### config.mk
export PLATFORM = sky130hd
export DESIGN_NAME = seg_scan_driver
export DESIGN_NICKNAME = d
export VERILOG_FILES = /design/src/rtl/seg_scan_pkg.sv /design/src/rtl/seg7_decode.sv /design/src/rtl/seg_scan_driver.sv
export SDC_FILE = /design/constraint.sdc
export NUM_CORES = 1
export LEC_CHECK = 0
export CORE_ASPECT_RATIO = 1.4
export CORE_MARGIN = 4
export CORE_UTILIZATION = 26
export CTS_CLUSTER_SIZE = 16
export DETAILED_ROUTE_END_ITERATION = 16
export DONT_BUFFER_PORTS = 1
export SETUP_SLACK_MARGIN = 0.3
export SLEW_MARGIN = 10
export SYNTH_ARGS = -nofsm -noshare
export SYNTH_HDL_FRONTEND = slang
export SYNTH_SLANG_ARGS = --single-unit
### constraint.sdc
create_clock -name clk -period 9.3 [get_ports clk]
set_input_delay 0.93 -clock clk [delete_from_list [all_inputs] [get_ports clk]]
set_output_delay 0.93 -clock clk [all_outputs]
set_load 0.1 [all_outputs]
### src/rtl/seg_scan_pkg.sv
// Segment patterns and width helper shared by the multiplexed 7-segment scanner.
package seg_scan_pkg;

  localparam logic [6:0] SEG_0     = 7'h3F;
  localparam logic [6:0] SEG_1     = 7'h06;
  localparam logic [6:0] SEG_2     = 7'h5B;
  localparam logic [6:0] SEG_3     = 7'h4F;
  localparam logic [6:0] SEG_4     = 7'h66;
  localparam logic [6:0] SEG_5     = 7'h6D;
  localparam logic [6:0] SEG_6     = 7'h7D;
  localparam logic [6:0] SEG_7     = 7'h07;
  localparam logic [6:0] SEG_8     = 7'h7F;
  localparam logic [6:0] SEG_9     = 7'h6F;
  localparam logic [6:0] SEG_DASH  = 7'h40;
  localparam logic [6:0] SEG_BLANK = 7'h00;

  function automatic int clog2(input int value);
    int w;
    w = 0;
    for (int p = 1; p < value; p = p * 2) w = w + 1;
    return w;
  endfunction

endpackage

### src/rtl/seg7_decode.sv
// Combinational BCD to 7-segment decode (a..g in bit 0..6); non-decimal values show a dash.
module seg7_decode
  import seg_scan_pkg::*;
(
  input  logic [3:0] val,
  output logic [6:0] seg
);

  always_comb begin
    seg = SEG_DASH;
    case (val)
      4'd0: seg = SEG_0;
      4'd1: seg = SEG_1;
      4'd2: seg = SEG_2;
      4'd3: seg = SEG_3;
      4'd4: seg = SEG_4;
      4'd5: seg = SEG_5;
      4'd6: seg = SEG_6;
      4'd7: seg = SEG_7;
      4'd8: seg = SEG_8;
      4'd9: seg = SEG_9;
      default: seg = SEG_DASH;
    endcase
  end

endmodule

### src/rtl/seg_scan_driver.sv
// Time-multiplexed 7-segment scanner with guard blanking, leading-zero blanking and blink.
// Outputs are registered: seg/dp_out/pos at cycle t+1 reflect index and slot count of cycle t.
module seg_scan_driver
  import seg_scan_pkg::*;
#(
  parameter int NUM_DIGITS     = 6,
  parameter int SCAN_DIV       = 50000,
  parameter int GUARD          = 2,
  parameter int BLINK_FRAMES   = 64,
  parameter bit POS_ACTIVE_LOW = 1'b1
) (
  input  logic                    clk,
  input  logic                    cr,
  input  logic                    en,
  input  logic [4*NUM_DIGITS-1:0] bcd,
  input  logic [NUM_DIGITS-1:0]   dp,
  input  logic [NUM_DIGITS-1:0]   blink,
  input  logic                    blank_lz,
  output logic [6:0]              seg,
  output logic                    dp_out,
  output logic [7:0]              pos,
  output logic                    frame_tick
);

  localparam int IDX_W = (clog2(NUM_DIGITS) < 1) ? 1 : clog2(NUM_DIGITS);
  localparam int CNT_W = (clog2(SCAN_DIV) < 1) ? 1 : clog2(SCAN_DIV);
  localparam int BLK_W = (clog2(BLINK_FRAMES) < 1) ? 1 : clog2(BLINK_FRAMES);
  localparam logic [7:0] POS_OFF = POS_ACTIVE_LOW ? 8'hFF : 8'h00;

  logic [CNT_W-1:0]        slot_cnt_q, slot_cnt_d;
  logic [IDX_W-1:0]        idx_q, idx_d;
  logic [BLK_W-1:0]        blink_cnt_q, blink_cnt_d;
  logic                    phase_q, phase_d;
  logic [4*NUM_DIGITS-1:0] bcd_sh_q, bcd_sh_d;
  logic [NUM_DIGITS-1:0]   dp_sh_q, dp_sh_d;
  logic [NUM_DIGITS-1:0]   blink_sh_q, blink_sh_d;
  logic                    load_pend_q, load_pend_d;
  logic [6:0]              seg_q, seg_d;
  logic                    dp_out_q, dp_out_d;
  logic [7:0]              pos_q, pos_d;
  logic                    frame_tick_q, frame_tick_d;

  logic                    slot_wrap, frame_wrap, guard;
  logic [4*NUM_DIGITS-1:0] bcd_eff;
  logic [NUM_DIGITS-1:0]   dp_eff, blink_eff, lz_vec;
  logic                    lz_run, dp_cur, blink_cur, lz_cur, dark;
  logic [3:0]              digit;
  logic [6:0]              seg_dec;
  logic [7:0]              onehot;

  assign slot_wrap  = (slot_cnt_q == CNT_W'(SCAN_DIV - 1));
  assign frame_wrap = slot_wrap && (idx_q == IDX_W'(NUM_DIGITS - 1));
  assign guard      = (int'(slot_cnt_q) < GUARD);

  // Right after reset the shadow is not loaded yet, so look through to the live inputs.
  assign bcd_eff   = load_pend_q ? bcd   : bcd_sh_q;
  assign dp_eff    = load_pend_q ? dp    : dp_sh_q;
  assign blink_eff = load_pend_q ? blink : blink_sh_q;

  always_comb begin
    slot_cnt_d   = slot_cnt_q;
    idx_d        = idx_q;
    blink_cnt_d  = blink_cnt_q;
    phase_d      = phase_q;
    bcd_sh_d     = bcd_sh_q;
    dp_sh_d      = dp_sh_q;
    blink_sh_d   = blink_sh_q;
    load_pend_d  = 1'b0;
    frame_tick_d = en && frame_wrap;
    if (en) begin
      slot_cnt_d = slot_wrap ? '0 : slot_cnt_q + CNT_W'(1);
      if (slot_wrap) idx_d = frame_wrap ? '0 : idx_q + IDX_W'(1);
      if (frame_wrap) begin
        bcd_sh_d   = bcd;
        dp_sh_d    = dp;
        blink_sh_d = blink;
        if (blink_cnt_q == BLK_W'(BLINK_FRAMES - 1)) begin
          blink_cnt_d = '0;
          phase_d     = ~phase_q;
        end else begin
          blink_cnt_d = blink_cnt_q + BLK_W'(1);
        end
      end
    end
    if (load_pend_q) begin
      bcd_sh_d   = bcd;
      dp_sh_d    = dp;
      blink_sh_d = blink;
    end
  end

  // A digit is a leading zero when it and every higher digit are 0 without a decimal point.
  always_comb begin
    lz_vec = '0;
    lz_run = 1'b1;
    for (int i = NUM_DIGITS - 1; i >= 0; i--) begin
      lz_run    = lz_run & (bcd_eff[4*i +: 4] == 4'd0) & ~dp_eff[i];
      lz_vec[i] = lz_run & (i != 0);
    end
  end

  always_comb begin
    digit     = 4'd0;
    dp_cur    = 1'b0;
    blink_cur = 1'b0;
    lz_cur    = 1'b0;
    for (int i = 0; i < NUM_DIGITS; i++) begin
      if (idx_q == IDX_W'(i)) begin
        digit     = bcd_eff[4*i +: 4];
        dp_cur    = dp_eff[i];
        blink_cur = blink_eff[i];
        lz_cur    = lz_vec[i];
      end
    end
  end

  seg7_decode u_decode (
    .val (digit),
    .seg (seg_dec)
  );

  always_comb begin
    onehot   = 8'd1 << idx_q;
    dark     = (blank_lz && lz_cur) || (phase_q && blink_cur);
    seg_d    = SEG_BLANK;
    dp_out_d = 1'b0;
    pos_d    = POS_OFF;
    if (en && !guard) begin
      pos_d = POS_ACTIVE_LOW ? ~onehot : onehot;
      if (!dark) begin
        seg_d    = seg_dec;
        dp_out_d = dp_cur;
      end
    end
  end

  always_ff @(posedge clk or negedge cr) begin
    if (!cr) begin
      slot_cnt_q   <= '0;
      idx_q        <= '0;
      blink_cnt_q  <= '0;
      phase_q      <= 1'b0;
      bcd_sh_q     <= '0;
      dp_sh_q      <= '0;
      blink_sh_q   <= '0;
      load_pend_q  <= 1'b1;
      seg_q        <= SEG_BLANK;
      dp_out_q     <= 1'b0;
      pos_q        <= POS_OFF;
      frame_tick_q <= 1'b0;
    end else begin
      slot_cnt_q   <= slot_cnt_d;
      idx_q        <= idx_d;
      blink_cnt_q  <= blink_cnt_d;
      phase_q      <= phase_d;
      bcd_sh_q     <= bcd_sh_d;
      dp_sh_q      <= dp_sh_d;
      blink_sh_q   <= blink_sh_d;
      load_pend_q  <= load_pend_d;
      seg_q        <= seg_d;
      dp_out_q     <= dp_out_d;
      pos_q        <= pos_d;
      frame_tick_q <= frame_tick_d;
    end
  end

  assign seg        = seg_q;
  assign dp_out     = dp_out_q;
  assign pos        = pos_q;
  assign frame_tick = frame_tick_q;

endmodule

==> flow_metrics.env, run 1 <==
export IMPL_status="completed"
export IMPL_fillCellCount=1666
export IMPL_p_clk_share_pct=40.7
export IMPL_synthTopCellsByArea="dfrtp_1, mux2_1, mux2i_1"
export IMPL_place_congestion=0.818
export IMPL_syn_mean_instance_area_um2=10.9
export IMPL_cts_htree_levels=3
export IMPL_ir_drop_v=0.0000877
export IMPL_syn_to_final_growth_pct=11.2
export IMPL_timing_setup_tns_ns=0
export IMPL_wl_per_cell_um=16.8
export IMPL_p_leak_uw=0.00195
export IMPL_crit_type="register to register"
export IMPL_clkTransAtPathRegs_ns=0.06
export IMPL_num_vias=3016
export IMPL_worstReg2RegStart="idx_q[2]"
export IMPL_fp_dieH_um=161
export IMPL_post_cts_buffers=0
export IMPL_seq_power_share_pct=50.0
export IMPL_drv_cap=0
export IMPL_syn_nets=451
export IMPL_cts_sinks=80
export IMPL_die_w_um=117
export IMPL_viasPerCell=5.06
export IMPL_firstDrtPassIters=4
export IMPL_cts_hold_buffers=0
export IMPL_slew_viol_final=0
export IMPL_yosysMostFrequentCell="dfrtp_1"
export IMPL_synth_commonest_cells="dfrtp_1, mux2_1, mux2i_1, nand2_1, nor2_1"
export IMPL_grtUsageTotal_pct=10.9
export IMPL_place_inst=580
export IMPL_overflow=0
export IMPL_ys_seq_area_share_pct=46.6
export IMPL_finalCriticalPeriod_ns=3.26
export IMPL_max_freq_ghz=0.307
export IMPL_rsz0062_at_grt="no"
export IMPL_yosys_warnings=0
export IMPL_hold_violations=0
export IMPL_io_pins=57
export IMPL_synthFlopType="dfrtp_1"
export IMPL_p_int_uw=663
export IMPL_r2r_end="seg[3]"
export IMPL_worstPathRequired_ns=9.49
export IMPL_switchingPower_uw=262
export IMPL_async_flop_share_pct=100
export IMPL_clockBufferDepth=2
export IMPL_grt_pass1_vias=3018
export IMPL_num_nets_final=445
export IMPL_drtIter0Drc=220
export IMPL_grt_max_degree=81
export IMPL_synth_distinct_cells=54
export IMPL_relSlewSlack_pct=29.3
export IMPL_post_dp_hpwl_um=7360
export IMPL_drtAntennaViolNets=0
export IMPL_synth_edff_count=0
export IMPL_power_density_mw_per_mm2=192
export IMPL_drive_above_1_share_pct=11.3
export IMPL_antenna_cells=0
export IMPL_crit_fanout=15
export IMPL_synth_cells=398
export IMPL_initial_utilization_pct=26.6
export IMPL_cts_buffers=9
export IMPL_antenna_found_initial=0
export IMPL_fin_util_pct=29.6
export IMPL_rr_worst_depth=10
export IMPL_tightestPinTransition_ns=1.06
export IMPL_port_buffers=0
export IMPL_drc=0
export IMPL_worstPathArrival_ns=3.45
export IMPL_drt_total_wl_um=10000
export IMPL_die_area_mm2=0.0188
export IMPL_worst_r2r_setup_slack_ns=6.04
export IMPL_synth_top_area_cell="dfrtp_1"
export IMPL_netlist_area_mm2=0.00432
export IMPL_start_kind="register"
export IMPL_combPwrFrac_pct=9.4
export IMPL_holdCritPathClass="primary input to asynchronous set/reset pin"
export IMPL_placementRows=55
export IMPL_clkLatencyLatePin_ns=0.34
export IMPL_skew_ns=0.00745
export IMPL_core_mm2=0.0162
export IMPL_post_route_period_util_pct=35.1
export IMPL_cts_root_buffer="clkbuf_16"
export IMPL_post_cts_resized=0
export IMPL_instances_no_fill=596
export IMPL_worst_setup_path_end_kind="register"
export IMPL_yosysTopAreaCellShare_pct=41.1
export IMPL_cts_tree="built"
export IMPL_setup_viol=0
export IMPL_grt_first_pass_wirelength_um=15900
export IMPL_synth_seq_cells=80
export IMPL_netSwitchingFraction_pct=28.3
[worst max-delay path by stage]
stage,startpoint,to,slack (ns),cells after the start
after floorplan,load_pend_q,seg[3],6.32,14
after global placement,idx_q[2],seg[3],6.19,10
after detailed placement,idx_q[2],seg[3],6.06,10
after CTS,idx_q[2],seg[3],6.05,10
after global routing,idx_q[2],seg[3],5.74,10
final,idx_q[2],seg[3],6.04,10
[final cells by class]
type                       count  area (um^2)  share of cell area (%)
clock inverter                 5         81.3                    1.69
sequential                    80         2010                    41.9
tap                          199          249                    5.18
inverter                       8         30.0                   0.625
clock buffer                  11          233                    4.84
timing repair buffer           2         15.0                   0.312
multi-input combinational    291         2190                    45.5
[power by group through the flow]
stage	Combinational, uW	Clock [uW]	Sequential [uW]
after floorplan	73.6	0	459
after global placement	84.4	0	467
after detailed placement	86.9	0	468
after CTS	87.4	383	462
after global routing	98.0	402	468
final	86.6	376	462
[cells by family after synthesis]
family                     after synthesis  synth area share (%)
AOI/OAI and AO/OA                       64                  9.98
xor gates and xnor gates                18                  3.65
adders and majority gates               13                  3.76
buffers and inverters                   27                  3.18
DFF                                     80                  46.6
muxes                                   73                  18.1
other                                    1                0.0867
and+or+nand+nor                        122                  14.6
[per-stage QoR]
| step | worst slack, ns | hold WS (ns) | total power, uW | cell area (um^2) |
|---|---|---|---|---|
| final | 6.04 | 0.280 | 925 | 4810 |
| after global routing | 5.74 | 0.262 | 968 | 4810 |
| after global placement | 6.19 | 0.469 | 551 | 4490 |
| after floorplan | 6.32 | 0.456 | 533 | 4320 |
| after detailed placement | 6.06 | 0.475 | 555 | 4490 |
| after CTS | 6.05 | 0.270 | 933 | 4810 |
[metal layers]
layer | share of wire (%) | global-route usage [%] | wire (um)
met1 | 40 | 12.8 | 4030
met2 | 50 | 18.2 | 5050
met3 | 7.1 | 3.47 | 707
met4 | 2.3 | 4.69 | 229
met5 | 0 | 0 | 0
[worst max-delay path, cell delays in order, from the launching register on]
cell,delay [ns]
dfrtp_1,0.60
inv_1,0.16
ha_1,0.39
or3_4,0.45
o311ai_1,0.37
o21ai_0,0.37
inv_1,0.16
ha_1,0.25
o21bai_1,0.16
o211ai_1,0.11
a211oi_1,0.09
[sequential cells by signal (all words and copies together), names as in the netlist]
register     cells
bcd_sh_q        24
slot_cnt_q      16
seg              7
blink_cnt_q      6
dp_out           1
dp_sh_q          6
frame_tick       1
pos              8
phase_q          1
load_pend_q      1
blink_sh_q       6
idx_q            3
[cells in the final DEF (no fill, tap or decap), drive strengths merged, types with 5 or more instances in the layout]
cell,instances
dfstp,9
ha,13
clkbuf,11
mux2i,30
or4,6
a21oi,11
xnor2,13
o21ai,16
inv,8
nand3,17
xor2,5
and3,6
nand2,27
dfrtp,71
a22oi,5
mux2,43
a211oi,7
nor3,12
nor2,26
nor4,7
No activity file was read; power rests on OpenSTA's default activity.
==> inputs of run 2 (changes only) <==
==> constraint.sdc (replaced) <==
create_clock -name clk -period 3.29 [get_ports clk]
set_input_delay 0.329 -clock clk [delete_from_list [all_inputs] [get_ports clk]]
set_output_delay 0.329 -clock clk [all_outputs]
set_load 0.1 [all_outputs]
==> flow_metrics.env, run 2 (synthesized netlist as in run 1, its figures left out) <==
export IMPL_grt_max_degree=81
export IMPL_grt_pass1_vias=3097
export IMPL_largest_register="bcd_sh_q"
export IMPL_drv_cap=0
export IMPL_crit_fanout=10
export IMPL_fp_dieH_um=161
export IMPL_tightestPinTransition_ns=1.07
export IMPL_relSlewSlack_pct=28.8
export IMPL_clkLatencyLatePin_ns=0.34
export IMPL_ir_drop_v=0.000227
export IMPL_post_dp_hpwl_um=7640
export IMPL_drc=0
export IMPL_cts_sinks=80
export IMPL_overflow=0
export IMPL_die_area_mm2=0.0188
export IMPL_fillCellCount=1672
export IMPL_firstDrtPassIters=4
export IMPL_viasPerCell=5.13
export IMPL_grt_first_pass_wirelength_um=16700
export IMPL_initial_utilization_pct=26.6
export IMPL_port_buffers=0
export IMPL_syn_to_final_growth_pct=14.0
export IMPL_layout_common_cells="dfrtp_1, mux2_1, mux2i_1"
export IMPL_final_common_cell="dfrtp_1"
export IMPL_skew_ns=0.00777
export IMPL_place_inst=584
export IMPL_p_leak_uw=0.00202
export IMPL_timing_setup_tns_ns=0
export IMPL_hold_violations=0
export IMPL_crit_type="register to register"
export IMPL_cts_root_buffer="clkbuf_16"
export IMPL_placementRows=55
export IMPL_clkTransAtPathRegs_ns=0.06
export IMPL_drt_total_wl_um=10400
export IMPL_post_route_period_util_pct=87.0
export IMPL_worstPathRequired_ns=3.48
export IMPL_die_w_um=117
export IMPL_finalCriticalPeriod_ns=2.86
export IMPL_io_pins=57
export IMPL_max_freq_ghz=0.349
export IMPL_worst_slack_ns=0.427
export IMPL_slew_viol_final=0
export IMPL_num_vias=3117
export IMPL_largest_reg_flops=24
export IMPL_antenna_cells=0
export IMPL_drtAntennaViolNets=0
export IMPL_wl_per_cell_um=17.0
export IMPL_cts_buffers=9
export IMPL_antenna_found_initial=0
export IMPL_whs_path_depth=1
export IMPL_setup_viol=0
export IMPL_worstPathArrival_ns=3.05
export IMPL_drtIter0Drc=238
export IMPL_drive_above_1_share_pct=13.7
export IMPL_cts_htree_levels=3
export IMPL_place_congestion=0.842
export IMPL_holdCritPathClass="primary input to register"
export IMPL_num_nets_final=457
export IMPL_dpl_worst_slack_ns=0.266
export IMPL_clockBufferDepth=2
export IMPL_power_density_mw_per_mm2=538
export IMPL_worst_setup_path_end_kind="register"
export IMPL_core_mm2=0.0162
export IMPL_status="completed"
export IMPL_grtUsageTotal_pct=11.4
export IMPL_rsz0062_at_grt="yes"
export IMPL_cts_tree="built"
export IMPL_instances_no_fill=608
export IMPL_rr_worst_depth=11
export IMPL_start_kind="register"
==> run 2: power breakdown <==
group | leakage (uW) | switching [uW] | internal (uW) | total [uW]
combinational | 0.000906 | 148 | 129 | 278
sequential | 0.000965 | 218 | 1090 | 1310
clock | 0.000150 | 380 | 686 | 1070
==> run 2: routing by layer <==
layer,share of wire (%),routed length [um],up-vias,global-route usage (%)
met4,2.0,205,0,3.60
met1,38,3930,1566,12.6
met3,7.4,768,19,4.41
met5,0,0,-,0
li1,-,-,1456,-
met2,53,5450,76,19.8
==> run 2: what timing repair did <==
action                                  in CTS  in global routing
gates resized for setup                      1                  1
hold endpoints to repair                    80                  0
endpoints found under the setup margin       1                  3
hold buffers                                 2                  0
setup buffers                                0                  6
==> run 2: path summary, 6_finish.rpt <==
path,endpoint,startpoint,slack (ns)
worst min register to register,phase_q,phase_q,0.48
worst max-delay path,seg[3],idx_q[0],0.43
max in group asynchronous,pos[4],cr,2.39
worst min-delay path,bcd_sh_q[4],bcd[4],0.12
worst max register to register,seg[3],idx_q[0],0.43
min in group asynchronous,bcd_sh_q[2],cr,0.57
==> run 2: cell type report <==
cell class / instances / area [um^2] / area share, %
Clock buffer: 13 / 250 / 5.08
Clock inverter: 3 / 67.6 / 1.37
Sequential cell: 80 / 2010 / 40.8
Inverter: 8 / 30.0 / 0.609
Multi-Input combinational cell: 291 / 2190 / 44.5
Timing Repair Buffer: 14 / 128 / 2.59
Tap cell: 199 / 249 / 5.05
==> run 2: stage by stage <==
stage          hold WS, ns  power [uW]  utilization (%)  cell area, um^2
5_1_grt              0.107        2780             30.3             4930
2_1_floorplan       0.0334        1510                -             4320
3_5_place_dp        0.0366        1570             27.9             4520
6_report             0.115        2650             30.3             4930
3_3_place_gp        0.0369        1560             27.9             4520
4_1_cts              0.107        2680             30.0             4880
==> run 2: worst max-delay path: stages (launching register included) <==
cell and delay, ns:
dfrtp_1 0.38, inv_1 0.10, ha_1 0.29, and2_4 0.23, or3_4 0.38, o311ai_1 0.41, o21ai_2 0.20, inv_1 0.12
ha_1 0.24, o21bai_1 0.16, o211ai_1 0.10, a211oi_1 0.09
==> inputs of run 3 (changes only) <==
--- a/config.mk
+++ b/config.mk
@@ -11,6 +11,7 @@
 export CTS_CLUSTER_SIZE = 16
 export DETAILED_ROUTE_END_ITERATION = 16
 export DONT_BUFFER_PORTS = 1
+export RECOVER_POWER = 50
 export SETUP_SLACK_MARGIN = 0.3
 export SLEW_MARGIN = 10
 export SYNTH_ARGS = -nofsm -noshare
==> flow_metrics.env, run 3 (synthesized netlist as in run 1, its figures left out) <==
export IMPL_drc=0
export IMPL_die_w_um=117
export IMPL_rsz0062_at_grt="yes"
export IMPL_num_nets_final=457
export IMPL_cts_htree_levels=3
export IMPL_worst_setup_path_end_kind="register"
export IMPL_cts_root_buffer="clkbuf_16"
export IMPL_status="finished with violations"
export IMPL_layout_common_cells="dfrtp_1, mux2_1, mux2i_1"
export IMPL_p_leak_uw=0.00201
export IMPL_num_vias=3110
export IMPL_cts_tree="built"
export IMPL_finalCriticalPeriod_ns=2.87
export IMPL_path_delay_family="compound AO/OA/AOI/OAI gates"
export IMPL_syn_to_final_growth_pct=13.5
export IMPL_drt_total_wl_um=10300
export IMPL_clockBufferDepth=2
export IMPL_timing_setup_tns_ns=0
export IMPL_holdCritPathClass="primary input to register"
export IMPL_hold_violations=0
export IMPL_cp_startpoint="idx_q[0]"
export IMPL_final_common_cell="dfrtp_1"
export IMPL_post_route_period_util_pct=87.1
export IMPL_firstDrtPassIters=4
export IMPL_cpPeakStageDelay_ns=0.41
export IMPL_crit_type="register to register"
export IMPL_relSlewSlack_pct=-29.6
export IMPL_antenna_found_initial=0
export IMPL_skew_ns=0.00726
export IMPL_drive_above_1_share_pct=12.7
export IMPL_grt_first_pass_wirelength_um=16700
export IMPL_slowest_stage="o311ai_1"
export IMPL_finalPower_uw=2650
export IMPL_fp_dieH_um=161
export IMPL_overflow=0
export IMPL_wl_per_cell_um=17.0
export IMPL_max_freq_ghz=0.349
export IMPL_grtUsageTotal_pct=11.4
export IMPL_port_buffers=0
export IMPL_largest_register="bcd_sh_q"
export IMPL_worstPathArrival_ns=3.05
export IMPL_drv_cap=1
export IMPL_ir_drop_v=0.000228
export IMPL_drtAntennaViolNets=0
export IMPL_power_density_mw_per_mm2=539
export IMPL_drtIter0Drc=232
export IMPL_worstPathCellList="inv_1 > ha_1 > and2_4 > or3_4 > o311ai_1 > o21ai_2 > inv_1 > ha_1 > o21bai_1 > o211ai_1 > a211oi_1"
export IMPL_worstReg2RegStart="idx_q[0]"
export IMPL_tightestPinTransition_ns=1.94
export IMPL_grt_pass1_vias=3097
export IMPL_hold_start="bcd[4]"
export IMPL_worst_path_buf_inv=2
export IMPL_io_pins=57
export IMPL_core_mm2=0.0162
export IMPL_place_congestion=0.842
export IMPL_violations="capacitance limit, slew limit"
export IMPL_viasPerCell=5.12
export IMPL_cts_sinks=80
export IMPL_antenna_cells=0
export IMPL_post_dp_hpwl_um=7640
export IMPL_setup_viol=0
export IMPL_worstPathRequired_ns=3.48
export IMPL_crit_fanout=10
export IMPL_slew_viol_final=81
export IMPL_placementRows=55
export IMPL_clkLatencyLatePin_ns=0.34
export IMPL_largest_reg_flops=24
export IMPL_grt_max_degree=81
export IMPL_fin_util_pct=30.2
export IMPL_initial_utilization_pct=26.6
export IMPL_start_kind="register"
export IMPL_hold_ws_ns=0.113
export IMPL_clkTransAtPathRegs_ns=0.06
export IMPL_cts_buffers=9
export IMPL_die_area_mm2=0.0188
==> run 3: cell count changes in the layout (fill, tap and decap cells not counted) <==
cell / change
clkbuf_2: +1
buf_16: -1
dfstp_1: +4
dfstp_2: -4
==> run 3: metrics by stage <==
| stage | cells | setup slack [ns] | instance area [um^2] |
|---|---|---|---|
| 2_1_floorplan | 398 | 0.308 | 4320 |
| 3_3_place_gp | 584 | 0.398 | 4520 |
| 3_5_place_dp | 584 | 0.266 | 4520 |
| 4_1_cts | 602 | 0.377 | 4880 |
| 5_1_grt | 608 | 0.300 | 4910 |
| 6_report | 608 | 0.424 | 4910 |
==> run 3: what timing repair did <==
action	in CTS	in global routing
gates resized for setup	1	1
setup buffers	0	6
endpoints found under the hold margin	80	0
setup endpoints to repair	1	3
hold buffers	2	0
==> run 3: routing by layer <==
layer | vias up | part of all wire [%] | GRT usage (%)
met2 | 73 | 53 | 19.8
met5 | - | 0 | 0
met4 | 0 | 1.6 | 3.60
met1 | 1567 | 37 | 12.6
li1 | 1456 | - | -
met3 | 14 | 7.7 | 4.41
==> run 3: path summary, 6_finish.rpt <==
kind,endpoint,slack [ns],depth (start not counted)
worst max-delay path,seg[3],0.42,11
worst min-delay path,bcd_sh_q[4],0.11,1
worst max register to register,seg[3],0.42,11
worst min register to register,phase_q,0.48,1
max in group asynchronous,bcd_sh_q[22],1.05,2
min in group asynchronous,dp_sh_q[2],1.11,2
==> run 3: layout make-up <==
class / instances / area, um^2
Fill cell: 1675 / 11300
Inverter: 8 / 30.0
Clock buffer: 13 / 250
Multi-Input combinational cell: 291 / 2190
Tap cell: 199 / 249
Timing Repair Buffer: 14 / 105
Sequential cell: 80 / 2010
Clock inverter: 3 / 67.6
==> run 3: power breakdown <==
part,switching [uW],total [uW],internal [uW]
Combinational,148,274,126
Sequential,218,1310,1090
Clock,380,1070,686
